**src/rtl/aes_stream_fsm_pkg.sv**
```systemverilog
// Shared types and constants for the AES streaming controller: FSM states,
// key modes, register indices and the HWPE control/flag structures.
package aes_package;

   localparam int AES_NB_PARAMS  = 4;
   localparam int AES_NB_EVT     = 2;

   localparam int AES_PARAM_SRC  = 0;
   localparam int AES_PARAM_NBLK = 1;
   localparam int AES_PARAM_MODE = 2;
   localparam int AES_PARAM_DST  = 3;

   localparam logic [3:0] AES_NR_128 = 4'd10;
   localparam logic [3:0] AES_NR_192 = 4'd12;
   localparam logic [3:0] AES_NR_256 = 4'd14;

   typedef enum logic [1:0] {
      AES_MODE_128  = 2'd0,
      AES_MODE_192  = 2'd1,
      AES_MODE_256  = 2'd2,
      AES_MODE_RSVD = 2'd3
   } aes_mode_t;

   typedef enum logic [2:0] {
      AES_S_IDLE,
      AES_S_STARTING,
      AES_S_BLK_START,
      AES_S_ROUNDS,
      AES_S_DRAIN,
      AES_S_FINISHED
   } aes_stream_state_t;

   typedef struct packed {
      logic [31:0] base_addr;
      logic [31:0] trans_size;
      logic [15:0] line_stride;
      logic [15:0] line_length;
      logic [15:0] feat_stride;
      logic [15:0] feat_length;
      logic [15:0] feat_roll;
      logic        loop_outer;
      logic        realign_type;
   } addressgen_ctrl_t;

   typedef struct packed {
      logic             req_start;
      addressgen_ctrl_t addressgen_ctrl;
   } stream_ctrl_t;

   typedef struct packed {
      logic ready_start;
      logic done;
   } stream_flags_t;

   typedef struct packed {
      stream_ctrl_t plaintext_source_ctrl;
      stream_ctrl_t chipertext_sink_ctrl;
   } ctrl_streamer_t;

   typedef struct packed {
      stream_flags_t plaintext_source_flags;
      stream_flags_t chipertext_sink_flags;
   } flags_streamer_t;

   typedef struct packed {
      logic       clear;
      logic       enable;
      logic       start;
      logic [3:0] nr;
   } ctrl_engine_t;

   typedef struct packed {
      logic done;
   } flags_engine_t;

   typedef struct packed {
      logic                  done;
      logic [AES_NB_EVT-1:0] evt;
   } ctrl_slave_t;

   typedef struct packed {
      logic start;
   } flags_slave_t;

   typedef struct packed {
      logic [AES_NB_PARAMS-1:0][31:0] hwpe_params;
   } ctrl_regfile_t;

   // Reserved mode 3 falls back to the AES-128 round count.
   function automatic logic [3:0] aes_mode_to_nr(input aes_mode_t mode);
      case (mode)
         AES_MODE_192: return AES_NR_192;
         AES_MODE_256: return AES_NR_256;
         default:      return AES_NR_128;
      endcase
   endfunction

endpackage

```
**src/rtl/aes_stream_fsm_cfg.sv**
```systemverilog
// Combinational mapping of the latched job (src/dst/nblk) onto the
// source and sink address-generator configuration.
module aes_stream_cfg
   import aes_package::*;
#(
   parameter int DATA_W  = 32,
   parameter int BLOCK_W = 128,
   parameter int NBLK_W  = 16
) (
   input  logic [31:0]       src_i,
   input  logic [31:0]       dst_i,
   input  logic [NBLK_W-1:0] nblk_i,
   output ctrl_streamer_t    cfg_o
);

   localparam int WORDS_PER_BLK = BLOCK_W / DATA_W;

   // One line per block, one feature per block; products wrap to field width.
   function automatic addressgen_ctrl_t map_stream(input logic [31:0] base,
                                                   input logic [NBLK_W-1:0] nblk);
      addressgen_ctrl_t a;
      a              = '0;
      a.base_addr    = base;
      a.trans_size   = 32'(nblk) * 32'(WORDS_PER_BLK);
      a.line_length  = 16'(WORDS_PER_BLK);
      a.line_stride  = 16'(DATA_W / 8);
      a.feat_length  = 16'(nblk);
      a.feat_stride  = 16'(BLOCK_W / 8);
      return a;
   endfunction

   always_comb begin
      cfg_o = '0;
      cfg_o.plaintext_source_ctrl.addressgen_ctrl = map_stream(src_i, nblk_i);
      cfg_o.chipertext_sink_ctrl.addressgen_ctrl  = map_stream(dst_i, nblk_i);
   end

endmodule

```
**src/rtl/aes_stream_fsm.sv**
```systemverilog
// Multi-block AES job controller: one engine start per block, done after the
// sink drains. Define AES_FSM_BLOCK_EVT_EN for a per-block evt[0] pulse.
module aes_stream_fsm
   import aes_package::*;
#(
   parameter int DATA_W  = 32,
   parameter int BLOCK_W = 128,
   parameter int NBLK_W  = 16
) (
   input  logic            clk,
   input  logic            reset_n,
   input  logic            clear,
   output ctrl_streamer_t  streamer_ctrl_o,
   input  flags_streamer_t streamer_flags_i,
   output ctrl_engine_t    ctrl_engine_o,
   input  flags_engine_t   flags_engine_i,
   output ctrl_slave_t     slave_ctrl_o,
   input  flags_slave_t    slave_flags_i,
   input  ctrl_regfile_t   reg_file_i
);

   aes_stream_state_t state_q, state_d;
   logic [NBLK_W-1:0] blk_cnt_q, blk_cnt_d;
   logic [NBLK_W-1:0] nblk_q, nblk_d;
   logic [3:0]        nr_q, nr_d;
   logic [31:0]       src_q, src_d;
   logic [31:0]       dst_q, dst_d;
   ctrl_streamer_t    stream_cfg;

   logic unused_inputs;
   assign unused_inputs = ^{reg_file_i.hwpe_params[AES_PARAM_NBLK],
                            reg_file_i.hwpe_params[AES_PARAM_MODE],
                            streamer_flags_i.plaintext_source_flags.done};

   aes_stream_cfg #(
      .DATA_W  (DATA_W),
      .BLOCK_W (BLOCK_W),
      .NBLK_W  (NBLK_W)
   ) u_cfg (
      .src_i  (src_q),
      .dst_i  (dst_q),
      .nblk_i (nblk_q),
      .cfg_o  (stream_cfg)
   );

   always_ff @(posedge clk) begin
      // NOTE: reset is synchronous here, so it is just the highest-priority branch
      // of the clocked block; clear aliases it. State uses non-blocking <= only.
      if (!reset_n || clear) begin
         state_q   <= AES_S_IDLE;
         blk_cnt_q <= '0;
         nblk_q    <= '0;
         nr_q      <= '0;
         src_q     <= '0;
         dst_q     <= '0;
      end else begin
         state_q   <= state_d;
         blk_cnt_q <= blk_cnt_d;
         nblk_q    <= nblk_d;
         nr_q      <= nr_d;
         src_q     <= src_d;
         dst_q     <= dst_d;
      end
   end

`ifdef AES_FSM_BLOCK_EVT_EN
   logic blk_evt_q, blk_evt_d;

   always_ff @(posedge clk) begin
      if (!reset_n || clear) blk_evt_q <= 1'b0;
      else                   blk_evt_q <= blk_evt_d;
   end
`endif

   always_comb begin
      // NOTE: every signal gets a default before the case so no path leaves it
      // unassigned, which would otherwise infer a latch.
      state_d   = state_q;
      blk_cnt_d = blk_cnt_q;
      nblk_d    = nblk_q;
      nr_d      = nr_q;
      src_d     = src_q;
      dst_d     = dst_q;

      ctrl_engine_o    = '0;
      ctrl_engine_o.nr = nr_q;
      streamer_ctrl_o  = stream_cfg;
      slave_ctrl_o     = '0;
`ifdef AES_FSM_BLOCK_EVT_EN
      blk_evt_d           = 1'b0;
      slave_ctrl_o.evt[0] = blk_evt_q;
`endif

      case (state_q)
         AES_S_IDLE: begin
            ctrl_engine_o.clear = 1'b1;
            ctrl_engine_o.nr    = '0;
            if (slave_flags_i.start) begin
               src_d     = reg_file_i.hwpe_params[AES_PARAM_SRC];
               dst_d     = reg_file_i.hwpe_params[AES_PARAM_DST];
               nblk_d    = reg_file_i.hwpe_params[AES_PARAM_NBLK][NBLK_W-1:0];
               nr_d      = aes_mode_to_nr(aes_mode_t'(reg_file_i.hwpe_params[AES_PARAM_MODE][1:0]));
               blk_cnt_d = '0;
               state_d   = (nblk_d == '0) ? AES_S_FINISHED : AES_S_STARTING;
            end
         end
         AES_S_STARTING: begin
            ctrl_engine_o.enable = 1'b1;
            if (streamer_flags_i.plaintext_source_flags.ready_start &&
                streamer_flags_i.chipertext_sink_flags.ready_start) begin
               streamer_ctrl_o.plaintext_source_ctrl.req_start = 1'b1;
               streamer_ctrl_o.chipertext_sink_ctrl.req_start  = 1'b1;
               state_d = AES_S_BLK_START;
            end
         end
         AES_S_BLK_START: begin
            ctrl_engine_o.enable = 1'b1;
            ctrl_engine_o.start  = 1'b1;
            state_d              = AES_S_ROUNDS;
         end
         AES_S_ROUNDS: begin
            ctrl_engine_o.enable = 1'b1;
            if (flags_engine_i.done) begin
               blk_cnt_d = blk_cnt_q + NBLK_W'(1);
`ifdef AES_FSM_BLOCK_EVT_EN
               blk_evt_d = 1'b1;
`endif
               state_d = (blk_cnt_d == nblk_q) ? AES_S_DRAIN : AES_S_BLK_START;
            end
         end
         AES_S_DRAIN: begin
            if (streamer_flags_i.chipertext_sink_flags.done) state_d = AES_S_FINISHED;
         end
         AES_S_FINISHED: begin
            slave_ctrl_o.done = 1'b1;
            state_d           = AES_S_IDLE;
         end
         default: state_d = AES_S_IDLE;
      endcase
   end

endmodule

```
**config.mk**
```make
export PLATFORM = sky130hd
export DESIGN_NAME = aes_stream_fsm
export DESIGN_NICKNAME = d
export VERILOG_FILES = /design/src/rtl/aes_stream_fsm_pkg.sv /design/src/rtl/aes_stream_fsm_cfg.sv /design/src/rtl/aes_stream_fsm.sv
export SDC_FILE = /design/constraint.sdc
export NUM_CORES = 1
export LEC_CHECK = 0
export BUFFER_PORTS_ARGS = -buffer_cell sky130_fd_sc_hd__buf_2
export CAP_MARGIN = 10
export CORE_AREA = 3 3 173 175
export DETAILED_ROUTE_END_ITERATION = 6
export DIE_AREA = 0 0 176 178
export SYNTH_ARGS = -nofsm -noshare
export SYNTH_HDL_FRONTEND = slang
export SYNTH_HIERARCHICAL = 1
export SYNTH_SLANG_ARGS = --single-unit
```
**constraint.sdc**
```tcl
create_clock -name clk -period 5.6 [get_ports clk]
set_clock_uncertainty 0.15 [all_clocks]
set_input_delay 0.28 -clock clk [delete_from_list [all_inputs] [get_ports clk]]
set_output_delay 0.28 -clock clk [all_outputs]
set_load 0.03 [all_outputs]
```
# --- Word-level counts from Yosys, hierarchy flattened ---
# Index checks and enable logic that the tools add are counted.
totals:
  word_cells: 47
  regBits: 103
  out_inout_bits: 304
classes:
  mux: 18
  eq_ne: 12
  reduce_logical: 10
  addsub: 1
op_table:
  columns: ["op", "n"]
  rows:
  - ["16-bit two-way mux", 2]
  - ["16-bit one-hot mux with 2 select lines", 1]
  - ["3-bit two-way mux", 6]
  - ["16-bit by 1-bit adder with 16-bit output, second input constant", 1]
  - ["16-bit equality test", 1]
  - ["16-bit zero test", 1]
  - ["3-bit one-hot mux with 5 select lines", 1]
  - ["2-bit != test, second input constant", 4]
  - ["3-bit by 2-bit equality test with 1-bit output, second input constant", 2]
  - ["3-bit equality test, second input constant", 2]
  - ["1-bit two-way mux", 6]
  - ["3-bit one-hot mux with 2 select lines", 1]
  - ["4-bit two-way mux", 1]
  - ["4-bit AND reduction", 1]
  - ["3-bit by 1-bit equality test with 1-bit output, second input constant", 1]
  - ["3-bit zero test", 1]
  - ["3-bit AND reduction", 1]
  - ["3-bit OR reduction", 1]
  - ["2-bit by 1-bit equality test with 1-bit output, second input constant", 1]
  - ["2-bit equality test, second input constant", 1]
  - ["2-bit AND reduction", 1]
  - ["2-bit nonzero test", 1]
  - ["1-bit logical AND", 1]
  - ["1-bit zero test", 1]
  - ["1-bit logical OR", 1]

# --- Depth between registers and ports, before layout ---
depth:
  depth_word: 5
  mapped_depth: 8

# --- Hierarchy ---
# The synthesis kept the hierarchy.
by_module_without_submodules:
  columns: ["module", "n_inst", "area_per_inst_um2", "cells_per_inst", "seq_area_each_um2"]
  rows:
  - ["aes_stream_fsm", 1, 4419.2, 566, 2042.0]
  - ["aes_stream_cfg", 1, 2214.6, 296, 0.0]

# --- Worst setup path after synthesis ---
# OpenSTA, ideal clock, no wires.
synth_path:
  kind: "reg-to-reg"
  startpoint: "register state_q[0]"
  endpoint: "register blk_cnt_q[11]"
  arrival_time_ns: 2.326
  path_stages_with_launch: 8
  synth_period_minus_slack_ns: 2.604
  setup_time_ns: 0.128
  n_path_buf: 1
  setup_slack_ns: 2.996
  cell_sequence: "dfxtp_1 -> clkbuf_1 -> nor3_1 -> nand2_1 -> nand2_1 -> o21ai_0 -> a22oi_1 -> nor2_1"
synth_between:
  elab_chain_len: 3
synth_lines:
  columns: ["element", "line_no", "text"]
  rows:
  - ["start: declaration", "aes_stream_fsm.sv:22", "aes_stream_state_t state_q, state_d;"]
  - ["start signal: assignment", "aes_stream_fsm.sv:57", "state_q <= state_d;"]
  - ["3-bit by 2-bit equality test with 1-bit output / 3-bit zero test (equally long branches)", null, null]
  - ["2-bit != test (no line) / 2-bit nonzero test (equally long branches)", null, null]
  - ["3-bit AND reduction (no line)", null, null]
  - ["end signal: assignment", "aes_stream_fsm.sv:58", "blk_cnt_q <= blk_cnt_d;"]
  - ["end: declaration", "aes_stream_fsm.sv:23", "logic [NBLK_W-1:0] blk_cnt_q, blk_cnt_d;"]
# Parallel ways exist; a longest one is shown, timed or not.
# A chain may end at the register's enable or synchronous reset.

# --- Final worst setup path ---
layout_path:
  startpoint: "register state_q[1]"
  endpoint: "register blk_cnt_q[14]"
# The elaborated chain is that of the path after synthesis.

==> impl_results.md <==
- Mapped cell area: 6630 um2
- Synthesized instance count: around 860
- MaxCap Viol Count: 0
- Psw: 0.000647 W
- DR vias: 5,154
- DIE HEIGHT: 178 um
- Hold Crit Class: in -> reg
- DRC Markers: 0
- Initial antenna violation count: 1
- Max Slew Vio Count: 0
- Worst r2r src: state_q[1]
- Synth area leaders: buf_4 (34%), dfxtp_1 (31%), nand2_1 (9.7%)
- Vias in the first global route: 4,370
- Final Hold Viols: 0
- Synth Flop Type: dfxtp_1
- Int Pwr: around 0.0012 W
- First-pass GRT wire length: roughly 24,000 um
- Io pins: 441
- Routed len/inst: 12.2 um
- Crit. End Element: flop
- Actual slew at the worst max-slew pin: 1.00 ns
- Mean Syn Cell Area: around 7.7 um2
- Worst r2r path cells: 5
- R2R Path End: blk_cnt_q[14]
- TritonCTS Buffers: 9
- Drt total wl: between 15,000 and 20,000 um
- EDFF count, synth: 0
- Final Cell Area: just over 7000 um2
- Nets: 1,119
- Crit Path Category: reg -> reg
- Max transition margin: between 30% and 40%
- Final period utilization: between 50% and 60%
- Static leakage: 3.50 nW
- # fillers: 3,182
- Worst Path Arrival: 3.12 ns
- RD Place Congestion: a little over 0.8
- Clk sink count: 102
- Die width: approximately 180 um
- Synth area leader: buf_4
- R2R Setup Slk: 2.54 ns
- CP startpoint: state_q[1]
- Port Buffer Count: ~230
- Layout area overhead: 9.60%
- Clock network power share: 36.0%
- Post-synthesis sequential area ratio: between 30% and 40%
- Resize count post-CTS: 0
- Clock slew at reported path FFs: around 0.080 ns
- H-tree depth: 3
- Starting Density: 23.2%
- Post-synth ARST share: 0%
- Most common cell after layout, fill and taps aside: buf_2
- Layout cells sized above 1: 26.2%
- Largest net degree at the start of global routing: 88
- Setup tns final: 0 ns
- Crit Path Max Fanout: 87
- Hold depth: 3
- Yosys warnings: 6
- Max frequency: about 330 MHz
- Synthesized flop and latch total: 102
- Buffer levels on the longest clock path: 2
- Synth cell types: 51
- Startpoint Class: flop
- Sw frac: 35.8%
- DR vias/cell: 3.76
- Total iterations of the first detailed-routing run: 6
- Overall Global Routing Usage: 9.57%
- PwrDens: 249 nW/um2
- Sequential Power Share: a little over two fifths
- WP data required: 5.66 ns
- Status: finished, final reports clean
- Core ar.: 28,600 um2
- VDD IR max: 0.114 mV
- Post-CTS Setup Repair Bufs: 0
- Root Driver: clkbuf_16
- DR iter-0 viols: roughly 220
- Combinational Power Share: 22.1%
- Most frequent cells in the layout: buf_2 (226), nand2_1 (171), conb_1 (169)
- Aggregate global routing overflow: 0
- Worst skew pair latency: 0.35 ns
- Final setup fails: 0
- DP HPWL: 11,800 um
- Row count: 62
- End point of the critical path: blk_cnt_q[14]
- Die area: 31,300 um2
- Remaining antenna violation count: 0
- CTS tree: done
- Fin crit period: between 3 and 4 ns
- # diodes: 0
- Post-DP Area: 6480 um2
- Area share of the largest cell type after synthesis: 33.9%
- RSZ-0062 raised after global routing: false
[worst min-delay path by stage]
stage | from | end | slack [ns]
after floorplan | reg_file_i[96] | dst_q[0] | 0.27
after global placement | src_q[5] | src_q[5] | 0.29
after detailed placement | src_q[13] | src_q[13] | 0.29
after CTS | reg_file_i[110] | dst_q[14] | 0.0001
after global routing | reg_file_i[40] | nblk_q[8] | 0.006
final | reg_file_i[15] | src_q[15] | 0.02
[state kept, by name (all words and copies together) (netlist names)]
signal	flops
blk_cnt_q	16
nblk_q	16
dst_q	32
src_q	32
state_q	3
nr_q	3
[synth_stat cells (2+ instances only)]
library cell and instances:
a211oi_1 2, buf_4 300, dfxtp_1 102, nand2_1 172, buf_2 5, inv_1 4
nand2b_1 2, and3b_1 2, nor3_1 9, conb_1 3, a31oi_1 4, o21ai_0 13
a21oi_1 92, o211ai_1 2, clkbuf_8 2, or2_2 2, a22oi_1 4, clkbuf_1 29
nand3_4 2, and2_1 2, xor2_1 9, or3_1 2, and3_1 3, nor4_1 8
nor2b_1 5, xnor2_1 18, nand4_1 3, nor2_1 30, nand3_1 6, nand4b_1 3
ha_1 2
[kinds of logic (layout without fill, tap and decap cells)]
group | Yosys count | count (layout) | share of synthesized area, %
AO/OA/AOI/OAI | 125 | 125 | 10.2
AND/OR/NAND/NOR | 261 | 261 | 18.0
adder cells (fa/ha/maj) | 2 | 2 | 0.377
flip-flops | 102 | 102 | 30.8
multiplexers | 1 | 1 | 0.151
buffers and inverters | 341 | 298 | 36.8
XOR/XNOR | 27 | 27 | 3.56
other | 3 | 169 | 0.170
[per-layer routing]
layer / part of all wire (%) / global-route usage (%)
met1: 40 / 11.4
met2: 51 / 17.3
met3: 6.6 / 1.83
met4: 2.1 / 3.04
met5: 0 / 0
[repair_timing]
action,CTS,global route
endpoints found under the hold margin,49,0
setup endpoints to repair,0,0
hold buffers,49,0
[through the flow]
step	hold WS (ns)	setup slack (ns)	total power (W)	cells	util, %
final	0.0195	2.54	0.00181	1369	25.4
after detailed placement	0.294	2.53	0.00115	1304	22.7
after floorplan	0.266	3.00	0.00119	1028	-
after global placement	0.289	2.57	0.00115	1304	22.7
after global routing	0.00600	2.33	0.00190	1369	25.4
after CTS	0.000124	2.52	0.00185	1369	25.4
[power by group through the flow]
| stage | logic, W | clock network [W] | registers (W) |
|---|---|---|---|
| 3_5_place_dp | 0.000373 | 0 | 0.000776 |
| 4_1_cts | 0.000400 | 0.000689 | 0.000759 |
| 2_1_floorplan | 0.000416 | 0 | 0.000772 |
| 3_3_place_gp | 0.000371 | 0 | 0.000775 |
| 6_report | 0.000400 | 0.000651 | 0.000759 |
| 5_1_grt | 0.000426 | 0.000712 | 0.000762 |
[worst max-delay path, cell delays in order, from the launching register on]
cell and delay, ns:
dfxtp_1 0.45, nor3_1 0.77, and2_4 0.93, nor2_1 0.30
o21ai_0 0.24, a21oi_1 0.08
[area by class of cell]
cell class / instances / area, um2 / area share (%)
clock buffer: 10 / 239 / 3.29
timing repair buffer: 278 / 1640 / 22.6
sequential: 102 / 2040 / 28.1
tap: 384 / 480 / 6.61
inverter: 4 / 15.0 / 0.207
multi-input combinational: 585 / 2790 / 38.4
clock inverter: 6 / 57.6 / 0.792
No activity file was read; power rests on OpenSTA's default activity.
